**src/rtl/mem_arbiter_rr_pkg.sv**
```systemverilog
// mem_arbiter_rr_pkg
//   Shared cache-side definitions for the main-memory round-robin arbiter:
//   arbiter state encoding, requester index constants and default sizing.
//   Optional feature macro (used by mem_arbiter_rr): MEM_ARB_TIMEOUT_EN.
package mem_arbiter_rr_pkg;

    typedef enum logic [1:0] {
        ARB_IDLE = 2'd0,
        ARB_BUSY = 2'd1,
        ARB_KILL = 2'd2
    } type_mem_arb_states_e;

    // Requester slots on the shared memory port
    localparam int REQ_DCACHE = 0;
    localparam int REQ_ICACHE = 1;
    localparam int REQ_PTW    = 2;

    localparam int NUM_REQ_DEF        = 3;
    localparam int TIMEOUT_CYCLES_DEF = 1024;

endpackage

```
**src/rtl/mem_arbiter_rr_if.sv**
```systemverilog
// mem_arbiter_rr_if
//   Bundles the requester-side and memory-side handshake of mem_arbiter_rr.
//   Signal names carry the arbiter's point of view (_i into it, _o out of it).
//   Modports:
//     slave  - the arbiter itself
//     master - the environment (caches, PTW and memory controller)
//   Requester side : req_i, addr_i, w_en_i, w_data_i, kill_i / ack_o, r_data_o, err_o
//   Memory side    : mem_req_o, mem_addr_o, mem_w_en_o, mem_w_data_o / mem_ack_i, mem_r_data_i
interface mem_arbiter_rr_if #(
    parameter int NUM_REQ = 3,
    parameter int ADDR_W  = 32,
    parameter int DATA_W  = 128
);
    logic [NUM_REQ-1:0]             req_i;
    logic [NUM_REQ-1:0][ADDR_W-1:0] addr_i;
    logic [NUM_REQ-1:0]             w_en_i;
    logic [NUM_REQ-1:0][DATA_W-1:0] w_data_i;
    logic [NUM_REQ-1:0]             kill_i;
    logic [NUM_REQ-1:0]             ack_o;
    logic [DATA_W-1:0]              r_data_o;
    logic [NUM_REQ-1:0]             err_o;

    logic                           mem_req_o;
    logic [ADDR_W-1:0]              mem_addr_o;
    logic                           mem_w_en_o;
    logic [DATA_W-1:0]              mem_w_data_o;
    logic                           mem_ack_i;
    logic [DATA_W-1:0]              mem_r_data_i;

    modport slave (
        input  req_i, addr_i, w_en_i, w_data_i, kill_i, mem_ack_i, mem_r_data_i,
        output ack_o, r_data_o, err_o, mem_req_o, mem_addr_o, mem_w_en_o, mem_w_data_o
    );

    modport master (
        output req_i, addr_i, w_en_i, w_data_i, kill_i, mem_ack_i, mem_r_data_i,
        input  ack_o, r_data_o, err_o, mem_req_o, mem_addr_o, mem_w_en_o, mem_w_data_o
    );
endinterface

```
**src/rtl/mem_arbiter_rr_pick.sv**
```systemverilog
// rr_pick
//   Combinational round-robin priority encoder. Searches req_i starting at
//   ptr_i and wrapping around; the first asserted bit wins.
//   Ports:
//     req_i  [NUM_REQ]  request vector
//     ptr_i  [IDX_W]    highest-priority index this cycle (must be < NUM_REQ)
//     idx_o  [IDX_W]    winning index (0 when nothing is requested)
//     vld_o             at least one request present
module rr_pick #(
    parameter int NUM_REQ = 3,
    parameter int IDX_W   = 2
) (
    input  logic [NUM_REQ-1:0] req_i,
    input  logic [IDX_W-1:0]   ptr_i,
    output logic [IDX_W-1:0]   idx_o,
    output logic               vld_o
);
    int cand;

    // Walk offsets from farthest to nearest so the closest requester to
    // ptr_i is the last (and therefore final) assignment.
    always_comb begin
        idx_o = '0;
        vld_o = 1'b0;
        cand  = 0;
        for (int k = NUM_REQ - 1; k >= 0; k--) begin
            cand = int'(ptr_i) + k;
            if (cand >= NUM_REQ) cand = cand - NUM_REQ;
            if (req_i[cand]) begin
                idx_o = IDX_W'(cand);
                vld_o = 1'b1;
            end
        end
    end
endmodule

```
**src/rtl/mem_arbiter_rr.sv**
```systemverilog
// mem_arbiter_rr
//   Round-robin arbiter sharing one main-memory port among NUM_REQ cache-line
//   requesters (0 = dcache, 1 = icache, 2 = PTW by default). One beat per
//   transaction, zero-cycle grant from ARB_IDLE, ack/data combinational from
//   the memory response, per-requester kill of in-flight reads.
//   Ports:
//     clk_i  clock, rising edge
//     rst_i  asynchronous active-high reset; forces every output to 0
//     bus    mem_arbiter_rr_if.slave (requester and memory handshakes)
//   Optional feature: define MEM_ARB_TIMEOUT_EN for a no-ack watchdog of
//   TIMEOUT_CYCLES cycles that reports err_o to the owner. Without it err_o is
//   always 0 and the arbiter waits for the memory indefinitely.
module mem_arbiter_rr
    import mem_arbiter_rr_pkg::*;
#(
    parameter int NUM_REQ        = NUM_REQ_DEF,
    parameter int ADDR_W         = 32,
    parameter int DATA_W         = 128,
    parameter int TIMEOUT_CYCLES = TIMEOUT_CYCLES_DEF
) (
    input  logic              clk_i,
    input  logic              rst_i,
    mem_arbiter_rr_if.slave   bus
);
    localparam int               IDX_W    = (NUM_REQ > 1) ? $clog2(NUM_REQ) : 1;
    localparam logic [IDX_W-1:0] LAST_IDX = IDX_W'(NUM_REQ - 1);

    if (TIMEOUT_CYCLES < 2) begin : g_bad_cfg
        $error("mem_arbiter_rr: TIMEOUT_CYCLES must be at least 2");
    end

    type_mem_arb_states_e state_q;
    logic [IDX_W-1:0]     owner_q;
    logic [IDX_W-1:0]     rr_ptr_q;

    logic [IDX_W-1:0]     win_idx;
    logic                 win_vld;
    logic [IDX_W-1:0]     sel_idx;
    logic [IDX_W-1:0]     owner_nxt;
    logic [ADDR_W-1:0]    sel_addr;
    logic [DATA_W-1:0]    sel_wdata;
    logic                 sel_wen;
    logic                 own_kill;
    logic                 drive_mem;
    logic                 timeout;

    rr_pick #(
        .NUM_REQ (NUM_REQ),
        .IDX_W   (IDX_W)
    ) u_pick (
        .req_i (bus.req_i),
        .ptr_i (rr_ptr_q),
        .idx_o (win_idx),
        .vld_o (win_vld)
    );

    // In IDLE the winner drives memory directly (0-cycle grant); afterwards
    // the registered owner does.
    assign sel_idx   = (state_q == ARB_IDLE) ? win_idx : owner_q;
    assign sel_addr  = bus.addr_i[sel_idx];
    assign sel_wdata = bus.w_data_i[sel_idx];
    assign sel_wen   = bus.w_en_i[sel_idx];

    // Kill only applies to reads; a writeback always completes.
    assign own_kill  = bus.kill_i[owner_q] & ~bus.w_en_i[owner_q];
    assign owner_nxt = (owner_q == LAST_IDX) ? '0 : owner_q + 1'b1;

    assign drive_mem = ((state_q == ARB_IDLE) && win_vld) ||
                       ((state_q == ARB_BUSY) && !own_kill);

`ifdef MEM_ARB_TIMEOUT_EN
    localparam int               CNT_W    = $clog2(TIMEOUT_CYCLES + 1);
    localparam logic [CNT_W-1:0] CNT_LAST = CNT_W'(TIMEOUT_CYCLES - 1);

    logic [CNT_W-1:0] cnt_q;
    logic [CNT_W-1:0] cnt_d;

    // The counter sits at 0 in IDLE, so it is clear on entry to BUSY; the
    // BUSY->KILL transition clears it again. Firing on the incremented value
    // makes the error land TIMEOUT_CYCLES-1 cycles after the grant.
    assign cnt_d   = cnt_q + 1'b1;
    assign timeout = (state_q != ARB_IDLE) && !bus.mem_ack_i && (cnt_d == CNT_LAST);

    always_ff @(posedge clk_i or posedge rst_i) begin
        if (rst_i) begin
            cnt_q <= '0;
        end else if ((state_q == ARB_IDLE) || timeout || bus.mem_ack_i ||
                     ((state_q == ARB_BUSY) && own_kill)) begin
            cnt_q <= '0;
        end else begin
            cnt_q <= cnt_d;
        end
    end
`else
    assign timeout = 1'b0;
`endif

    // Outputs are gated by reset so an in-flight transaction vanishes at once.
    always_comb begin
        bus.mem_req_o    = 1'b0;
        bus.mem_addr_o   = '0;
        bus.mem_w_en_o   = 1'b0;
        bus.mem_w_data_o = '0;
        bus.ack_o        = '0;
        bus.err_o        = '0;
        bus.r_data_o     = '0;
        if (!rst_i) begin
            if (drive_mem) begin
                bus.mem_req_o    = 1'b1;
                bus.mem_addr_o   = sel_addr;
                bus.mem_w_en_o   = sel_wen;
                bus.mem_w_data_o = sel_wdata;
            end
            if ((state_q == ARB_BUSY) && !own_kill) begin
                if (bus.mem_ack_i) begin
                    bus.ack_o[owner_q] = 1'b1;
                    bus.r_data_o       = bus.mem_r_data_i;
                end
                if (timeout) begin
                    bus.err_o[owner_q] = 1'b1;
                end
            end
        end
    end

    always_ff @(posedge clk_i or posedge rst_i) begin
        if (rst_i) begin
            state_q  <= ARB_IDLE;
            owner_q  <= '0;
            rr_ptr_q <= '0;
        end else begin
            case (state_q)
                ARB_IDLE: begin
                    if (win_vld) begin
                        owner_q <= win_idx;
                        state_q <= ARB_BUSY;
                    end
                end
                ARB_BUSY: begin
                    // Ack with a same-cycle kill also lands here; the comb
                    // block has already suppressed ack_o.
                    if (bus.mem_ack_i || timeout) begin
                        rr_ptr_q <= owner_nxt;
                        state_q  <= ARB_IDLE;
                    end else if (own_kill) begin
                        state_q  <= ARB_KILL;
                    end
                end
                ARB_KILL: begin
                    if (bus.mem_ack_i || timeout) begin
                        rr_ptr_q <= owner_nxt;
                        state_q  <= ARB_IDLE;
                    end
                end
                default: state_q <= ARB_IDLE;
            endcase
        end
    end
endmodule
```
**src/flat_wrapper.sv**
```systemverilog
// flat-port wrapper written by rule: the top's interface ports become plain ports
module mem_arbiter_rr_flat import mem_arbiter_rr_pkg::*;
#(
    parameter int NUM_REQ        = NUM_REQ_DEF,
    parameter int ADDR_W         = 32,
    parameter int DATA_W         = 128,
    parameter int TIMEOUT_CYCLES = TIMEOUT_CYCLES_DEF
)
  (clk_i, rst_i, bus_req_i, bus_addr_i, bus_w_en_i, bus_w_data_i, bus_kill_i, bus_mem_ack_i, bus_mem_r_data_i, bus_ack_o, bus_r_data_o, bus_err_o, bus_mem_req_o, bus_mem_addr_o, bus_mem_w_en_o, bus_mem_w_data_o);
  mem_arbiter_rr_if #(.NUM_REQ(NUM_REQ), .ADDR_W(ADDR_W), .DATA_W(DATA_W)) bus_i ();
  input  logic clk_i;
  input  logic rst_i;
  input wire logic [$bits(bus_i.req_i)-1:0] bus_req_i;
  input wire logic [$bits(bus_i.addr_i)-1:0] bus_addr_i;
  input wire logic [$bits(bus_i.w_en_i)-1:0] bus_w_en_i;
  input wire logic [$bits(bus_i.w_data_i)-1:0] bus_w_data_i;
  input wire logic [$bits(bus_i.kill_i)-1:0] bus_kill_i;
  input wire logic [$bits(bus_i.mem_ack_i)-1:0] bus_mem_ack_i;
  input wire logic [$bits(bus_i.mem_r_data_i)-1:0] bus_mem_r_data_i;
  output wire logic [$bits(bus_i.ack_o)-1:0] bus_ack_o;
  output wire logic [$bits(bus_i.r_data_o)-1:0] bus_r_data_o;
  output wire logic [$bits(bus_i.err_o)-1:0] bus_err_o;
  output wire logic [$bits(bus_i.mem_req_o)-1:0] bus_mem_req_o;
  output wire logic [$bits(bus_i.mem_addr_o)-1:0] bus_mem_addr_o;
  output wire logic [$bits(bus_i.mem_w_en_o)-1:0] bus_mem_w_en_o;
  output wire logic [$bits(bus_i.mem_w_data_o)-1:0] bus_mem_w_data_o;
  assign bus_i.req_i = bus_req_i;
  assign bus_i.addr_i = bus_addr_i;
  assign bus_i.w_en_i = bus_w_en_i;
  assign bus_i.w_data_i = bus_w_data_i;
  assign bus_i.kill_i = bus_kill_i;
  assign bus_i.mem_ack_i = bus_mem_ack_i;
  assign bus_i.mem_r_data_i = bus_mem_r_data_i;
  assign bus_ack_o = bus_i.ack_o;
  assign bus_r_data_o = bus_i.r_data_o;
  assign bus_err_o = bus_i.err_o;
  assign bus_mem_req_o = bus_i.mem_req_o;
  assign bus_mem_addr_o = bus_i.mem_addr_o;
  assign bus_mem_w_en_o = bus_i.mem_w_en_o;
  assign bus_mem_w_data_o = bus_i.mem_w_data_o;
  mem_arbiter_rr #(.NUM_REQ(NUM_REQ), .ADDR_W(ADDR_W), .DATA_W(DATA_W), .TIMEOUT_CYCLES(TIMEOUT_CYCLES)) u_core (.clk_i(clk_i), .rst_i(rst_i), .bus(bus_i));
endmodule
```
**config.mk**
```make
export PLATFORM = sky130hd
export DESIGN_NAME = mem_arbiter_rr_flat
export DESIGN_NICKNAME = d
export VERILOG_FILES = /design/src/rtl/mem_arbiter_rr_pkg.sv /design/src/rtl/mem_arbiter_rr_if.sv /design/src/rtl/mem_arbiter_rr_pick.sv /design/src/rtl/mem_arbiter_rr.sv /design/src/flat_wrapper.sv
export SDC_FILE = /design/constraint.sdc
export NUM_CORES = 1
export LEC_CHECK = 0
export CELL_PAD_IN_SITES_DETAIL_PLACEMENT = 1
export CELL_PAD_IN_SITES_GLOBAL_PLACEMENT = 1
export CORE_AREA = 3 3 353 355
export CTS_CLUSTER_SIZE = 25
export DETAILED_ROUTE_END_ITERATION = 8
export DIE_AREA = 0 0 356 358
export PLACE_DENSITY_LB_ADDON = 0.1
export SETUP_SLACK_MARGIN = 0.1
export SKIP_CTS_REPAIR_TIMING = 1
export SLEW_MARGIN = 10
export SYNTH_ARGS = -nofsm -noshare
export SYNTH_HDL_FRONTEND = slang
export SYNTH_HIERARCHICAL = 1
export SYNTH_SLANG_ARGS = --single-unit
```
**constraint.sdc**
```tcl
create_clock -name clk_i -period 2.8 [get_ports clk_i]
set_input_delay 0.28 -clock clk_i [delete_from_list [all_inputs] [get_ports clk_i]]
set_output_delay 0.28 -clock clk_i [all_outputs]
set_load 0.005 [all_outputs]
```
# Word level (Yosys, flattened, before mapping)
# Index checks and enable logic that the tools add are counted.
# op_classes
add_sub_neg	6
order_cmp	9
eq_ne	6
n_mux	51
n_bitwise	2
reduce_logical	10
# ops
operator	n
128-bit two-way mux	6
128-bit binary-select mux with 2-bit select	1
32-bit two-way mux	6
32-bit by 4-bit less-than comparator with 1-bit output, second input constant	3
32-bit binary-select mux with 2-bit select	1
32-bit by 3-bit greater-or-equal comparator with 1-bit output, second input constant	1
32-bit by 3-bit subtractor with 32-bit output, second input constant	1
2-bit two-way mux	9
1-bit two-way mux	17
1-bit binary-select mux with 2-bit select	6
3-bit two-way mux	3
2-bit by 3-bit less-than comparator with 1-bit output, second input constant	2
2-bit case mux with 3 select lines	1
2-bit equality test, second input constant	2
2-bit AND reduction	2
3-bit by 2-bit subtractor with 4-bit output, second input constant	1
2-bit by 1-bit adder with 3-bit output, second input constant	1
2-bit by 2-bit adder with 3-bit output, second input constant	1
3-bit by 2-bit greater-or-equal comparator with 1-bit output, second input constant	1
1-bit logical AND	3
3-bit by 2-bit inequality test with 1-bit output, second input constant	1
3-bit AND reduction	1
2-bit by 2-bit subtractor with 3-bit output, second input constant	1
2-bit by 1-bit adder with 2-bit output, second input constant	1
12 further kinds	12
# totals
reg_bits	6
in_bits	620
out_inout_bits	296

# Depth between registers and ports, before layout
# logic_depth
word_depth	14
ltp_mapped	14

# Hierarchy
# Netlist, hierarchy kept.
# modules_own_cells
mod	instances	cells_each	area_per_inst_um2
mem_arbiter_rr	1	746	5282.6
rr_pick	1	29	222.7

# Worst setup path before layout
# No wires, ideal clock.
# synth_path
kind	register to output
startpoint	register u_core.rr_ptr_q[0]
endpoint	output port bus_mem_addr_o[0]
t_arrival_ns	2.505
slack_ns	0.015
path_stages_with_launch	15
path_buffers	5
path_cell_list	dfrtp_1 inv_1 ha_1 buf_6 nand2b_1 a221oi_1 a311o_1 mux2_2 buf_2 and2_1 buf_2 buf_2 buf_2 a2bb2oi_1 nor2_1
# synth_via
elab_chain_cells	14
elab_cells_between_ends	33
cone_classes	add/sub: 5; order compare: 3; mux: 23; reduce/logical: 2
# synth_rtl
item	line	source
start: declaration	mem_arbiter_rr.sv:34	logic [IDX_W-1:0] rr_ptr_q;
start signal: assignment	mem_arbiter_rr.sv:143	rr_ptr_q <= owner_nxt;
start signal: assignment	mem_arbiter_rr.sv:151	rr_ptr_q <= owner_nxt;
2-bit by 2-bit adder with 3-bit output	mem_arbiter_rr_pick.sv:27	cand = int'(ptr_i) + k;
32-bit by 3-bit subtractor with 32-bit output or 32-bit by 3-bit greater-or-equal comparator with 1-bit output (tied branches)	mem_arbiter_rr_pick.sv:28	if (cand >= NUM_REQ) cand = cand - NUM_REQ;
32-bit two-way mux	mem_arbiter_rr_pick.sv:28	
1-bit binary-select mux with 2-bit select	mem_arbiter_rr_pick.sv:29	if (req_i[cand]) begin
1-bit two-way mux (not written as such) (2 in a row)	mem_arbiter_rr_pick.sv:29	
2-bit two-way mux (2 in a row)	mem_arbiter_rr_pick.sv:29	
2-bit two-way mux (*)	mem_arbiter_rr_pick.sv:29	
net u_core.win_idx[1]	mem_arbiter_rr.sv:36	logic [IDX_W-1:0] win_idx;
2-bit two-way mux (*)	mem_arbiter_rr.sv:59	assign sel_idx = (state_q == ARB_IDLE) ? win_idx : owner_q;
32-bit binary-select mux with 2-bit select (*)	mem_arbiter_rr.sv:60	assign sel_addr = bus.addr_i[sel_idx];
32-bit two-way mux (not written as such) (*)	mem_arbiter_rr.sv:60	
32-bit two-way mux (*)	mem_arbiter_rr.sv:108	if (drive_mem) begin
32-bit two-way mux (*)	mem_arbiter_rr.sv:107	if (!rst_i) begin
end: declaration	flat_wrapper.sv:24	output wire logic [$bits(bus_i.mem_addr_o)-1:0] bus_mem_addr_o;
# Mark *: on every way through the listed nets, which the timed path passes. The rest lies on a longest branch. The select of a mux whose other input is x is not followed.

# Final worst setup path
# layout_path
startpoint	register u_core.rr_ptr_q[0]
endpoint	output port bus_mem_w_data_o[46]
# layout_via
elab_chain_cells	14
elab_cells_between_ends	33
cone_classes	add/sub: 5; order compare: 3; mux: 23; reduce/logical: 2
# layout_rtl
item	line	source
2-bit by 2-bit adder with 3-bit output	mem_arbiter_rr_pick.sv:27	
32-bit by 3-bit subtractor with 32-bit output or 32-bit by 3-bit greater-or-equal comparator with 1-bit output (tied branches)	mem_arbiter_rr_pick.sv:28	
32-bit two-way mux	mem_arbiter_rr_pick.sv:28	
1-bit binary-select mux with 2-bit select	mem_arbiter_rr_pick.sv:29	
1-bit two-way mux (not written as such) (2 in a row)	mem_arbiter_rr_pick.sv:29	
2-bit two-way mux (2 in a row)	mem_arbiter_rr_pick.sv:29	
2-bit two-way mux (*)	mem_arbiter_rr_pick.sv:29	
net u_core.win_idx[1]	mem_arbiter_rr.sv:36	
2-bit two-way mux (*)	mem_arbiter_rr.sv:59	
128-bit binary-select mux with 2-bit select (*)	mem_arbiter_rr.sv:61	assign sel_wdata = bus.w_data_i[sel_idx];
128-bit two-way mux (not written as such) (*)	mem_arbiter_rr.sv:61	
128-bit two-way mux (*)	mem_arbiter_rr.sv:108	
128-bit two-way mux (*)	mem_arbiter_rr.sv:107	
end: declaration	flat_wrapper.sv:26	output wire logic [$bits(bus_i.mem_w_data_o)-1:0] bus_mem_w_data_o;
# Marks and branches as above.

==> impl_metrics.csv <==
group,metric,value,unit
yosys,synth_compound_area_share,27.9,%
power,p_int,0.00964,W
yosys,synth_top_family_by_area,"multiplexers",
power,pwr-share-seq,1.0,%
yosys,yosys.area_share.simple,28.7,%
yosys,synth_fa_ha_area_share,1.59,%
die,die_area,0.127,mm^2
setup_path,ff2ff_path_depth,11,
power,p_switching,0.00658,W
setup_path,critPathCaptureType,"output port",
yosys,synth_area,0.00551,mm^2
power,clockPowerShare,1.5,%
finish,nets,2468,
place,gp_congestion,0.853,
routing,ant_nets,0,
grt,overflow,0,
status,status,"finished, violations left",
clocking,cts_buffers,3,
clocking,clk_latency,230,ps
routing,first_iter_violations,254,
power,power_leakage,11.6,nW
timing,drv_slew,0,
yosys,async_flop_share,100,%
timing,finalClockSkew,2.67,ps
yosys,synth_mux_area_share,30.6,%
place,place_ws,-1230,ps
power,switching_share,40.6,%
setup_path,r2r_slack,250,ps
yosys,synth_warnings,6,
setup_path,r2r_start,"u_core/rr_ptr_q[0]",
routing,drt_first_pass_iters,4,
place,hpwl,62.5,mm
yosys,synth_edf_count,0,
die,initial_core_util,4.52,%
timing,setup_slack,-696,ps
power,ir_worst_vdd,0.299,mV
timing,finalSetupViolations,166,
finish,area_delta_synth_final,272,%
clocking,root_buffer,"clkbuf_16",
yosys,synth_seq_area_share,2.73,%
yosys,ys_seq_elements,6,
clocking,htree_levels,1,
setup_path,r2r_end,"u_core/state_q[0]",
routing,wire_per_inst,21.8,um
setup_path,cp_max_fo,30,
flow_run,max_cap_violations,0,
die,pin_count,916,
die,rows,128,
setup_path,critPathRequiredTime,2520,ps
grt,grt.total_usage,10.1,%
die,die_h,358,um
yosys,ys_types,37,
place,port-buffer-count,912,
finish,drive_above_1_share,22.0,%
setup_path,worstSetupStartpointType,"register",
power,power_density,792,mW/mm^2
grt,grt_max_degree,36,
timing,hold_viol,0,
grt,grt_pass1_wl,92.0,mm
grt,antenna_found_initial,23,
timing,rsz0062_at_grt,"yes",
yosys,ys.flop_type,"dfrtp_1",
clocking,cts_num_sinks,6,
yosys,avgSynthCellArea,7.10,um^2
clocking,clockBufferDepth,2,
routing,wirelength,75.5,mm
finish,nFillCells,14200,
routing,vias,10400,
power,combPwrFrac,97.5,%
setup_path,critical_path_class,"reg -> out",
min_path,hold_path_class,"in -> async",
routing,drc,0,
finish,utilization,16.8,%
routing,vias_per_cell,3.00,
status,failed_checks,"setup timing",
timing,finalCriticalPeriod,3500,ps
setup_path,arrival,3220,ps
timing,clock.fmax,0.286,GHz
yosys,synth_cells,775,
clocking,cts_tree,"built",
die,core,0.122,mm^2
die,dieWidth,356,um
grt,grt_pass1_vias,11100,
clocking,clkTransAtPathRegs,40,ps
yosys,synth-xor-area-share,0,%
timing,timing.final.crit_share,125,%
-- layout by cell type (no fill, tap or decap), types with 2 or more instances in the layout --
master             n
buf_8             16
buf_12            33
mux2i_1          112
a21oi_1            2
nor2_4             2
conb_1             3
dfrtp_1            3
a2bb2oi_2         40
a2bb2oi_4          3
nor3b_1            2
inv_2              2
buf_4            122
clkbuf_16         21
a2bb2oi_1        119
nor2_2             2
nand2b_1           3
diode_2            7
mux2i_4           19
o21ai_0            2
mux2_2             3
dlymetal6s2s_1   209
nand2_1            6
buf_6             41
inv_1              9
nor4bb_4           2
dfrtp_2            3
clkbuf_2          26
nor2b_1            2
clkdlybuf4s50_1  662
and2_1           128
ha_4               3
nor2_1           158
buf_16            10
buf_2             11
ha_1               4
mux2i_2           33
-- sequential cells by signal, summed over array words and instances (netlist names) --
name and count:
u_core/owner_q 2, u_core/state_q 2, u_core/rr_ptr_q 2
-- critical path: stages, from the launching register on --
cell and delay, ps:
dfrtp_1 400, inv_2 80, ha_4 300, a21bo_2 150, a221oi_1 50, a311o_1 370, mux2_8 340, buf_16 170
buf_8 240, a2bb2oi_2 150, nor2_1 100, clkdlybuf4s50_1 510
-- power by group through the flow --
stage	sequential (W)	clock (W)	combinational (W)
2_1_floorplan	0.000155	0	0.00555
3_3_place_gp	0.000160	0	0.0127
3_5_place_dp	0.000159	0	0.0126
4_1_cts	0.000159	0.000239	0.0127
5_1_grt	0.000169	0.000243	0.0170
6_report	0.000165	0.000235	0.0158
-- metrics by stage --
stage	hold WS, ps	power, W	TNS [ps]	std cells	instance area (um^2)
floorplan	79.1	0.00571	0	777	5560
global placement	531	0.0129	-116080	3348	17600
detailed placement	531	0.0128	-111780	3348	17600
CTS	543	0.0131	-153410	3351	17700
global route	602	0.0174	-99610	3465	20500
finish	552	0.0162	-78820	3471	20500
-- how the worst max path moves through the flow --
stage	startpoint	end	slack (ps)	cells past startpoint
floorplan	u_core/rr_ptr_q[1]	bus_mem_addr_o[11]	70	13
global placement	bus_req_i[0]	bus_mem_addr_o[23]	-1220	11
detailed placement	bus_req_i[0]	bus_mem_addr_o[23]	-1230	11
CTS	u_core/rr_ptr_q[1]	bus_mem_addr_o[23]	-1480	12
global route	u_core/rr_ptr_q[0]	bus_mem_w_data_o[46]	-830	11
finish	u_core/rr_ptr_q[0]	bus_mem_w_data_o[46]	-700	11
-- cell type report --
class	instances	area (um^2)	share of cell area, %
Antenna cell	7	17.5	0.0855
Clock buffer	3	75.1	0.367
Inverter	11	41.3	0.202
Multi-Input combinational cell	671	5730	28.0
Sequential cell	6	154	0.751
Tap cell	1625	2030	9.93
Timing Repair Buffer	1148	12400	60.7
-- cells by family (layout without fill, tap and decap cells) --
kind of cell    after synthesis  in the layout
compound gates              177            177
mux                         168            168
flops                         6              6
buf+inv                     100           1162
other cells                   1             10
fa+ha+maj                     7              7
simple gates                316            316
-- metal layers --
layer | routed length, um | vias up | GRT usage [%]
met3 | 6270 | 37 | 3.54
met4 | 442 | 8 | 0.547
met1 | 26700 | 4960 | 10.2
met2 | 42000 | 474 | 20.4
li1 | - | 4927 | -
met5 | 53 | - | 0
-- synth_stat cells (2+ instances only) --
library cell / instances / area (um^2)
inv_1: 10 / 37.5
a2bb2oi_1: 162 / 1420
dfrtp_1: 6 / 150
nor3b_1: 2 / 15.0
and2_1: 129 / 807
o21ai_0: 2 / 10.0
ha_1: 7 / 87.6
nor4_1: 2 / 12.5
nand2_1: 8 / 30.0
a21oi_1: 3 / 15.0
mux2_2: 4 / 45.0
buf_4: 4 / 30.0
nor4bb_1: 2 / 20.0
nor2b_1: 3 / 18.8
buf_2: 51 / 255
nor2_1: 162 / 608
clkbuf_1: 33 / 124
nand2b_1: 3 / 18.8
mux2i_1: 164 / 1640
(Power assumes the default switching activity.)
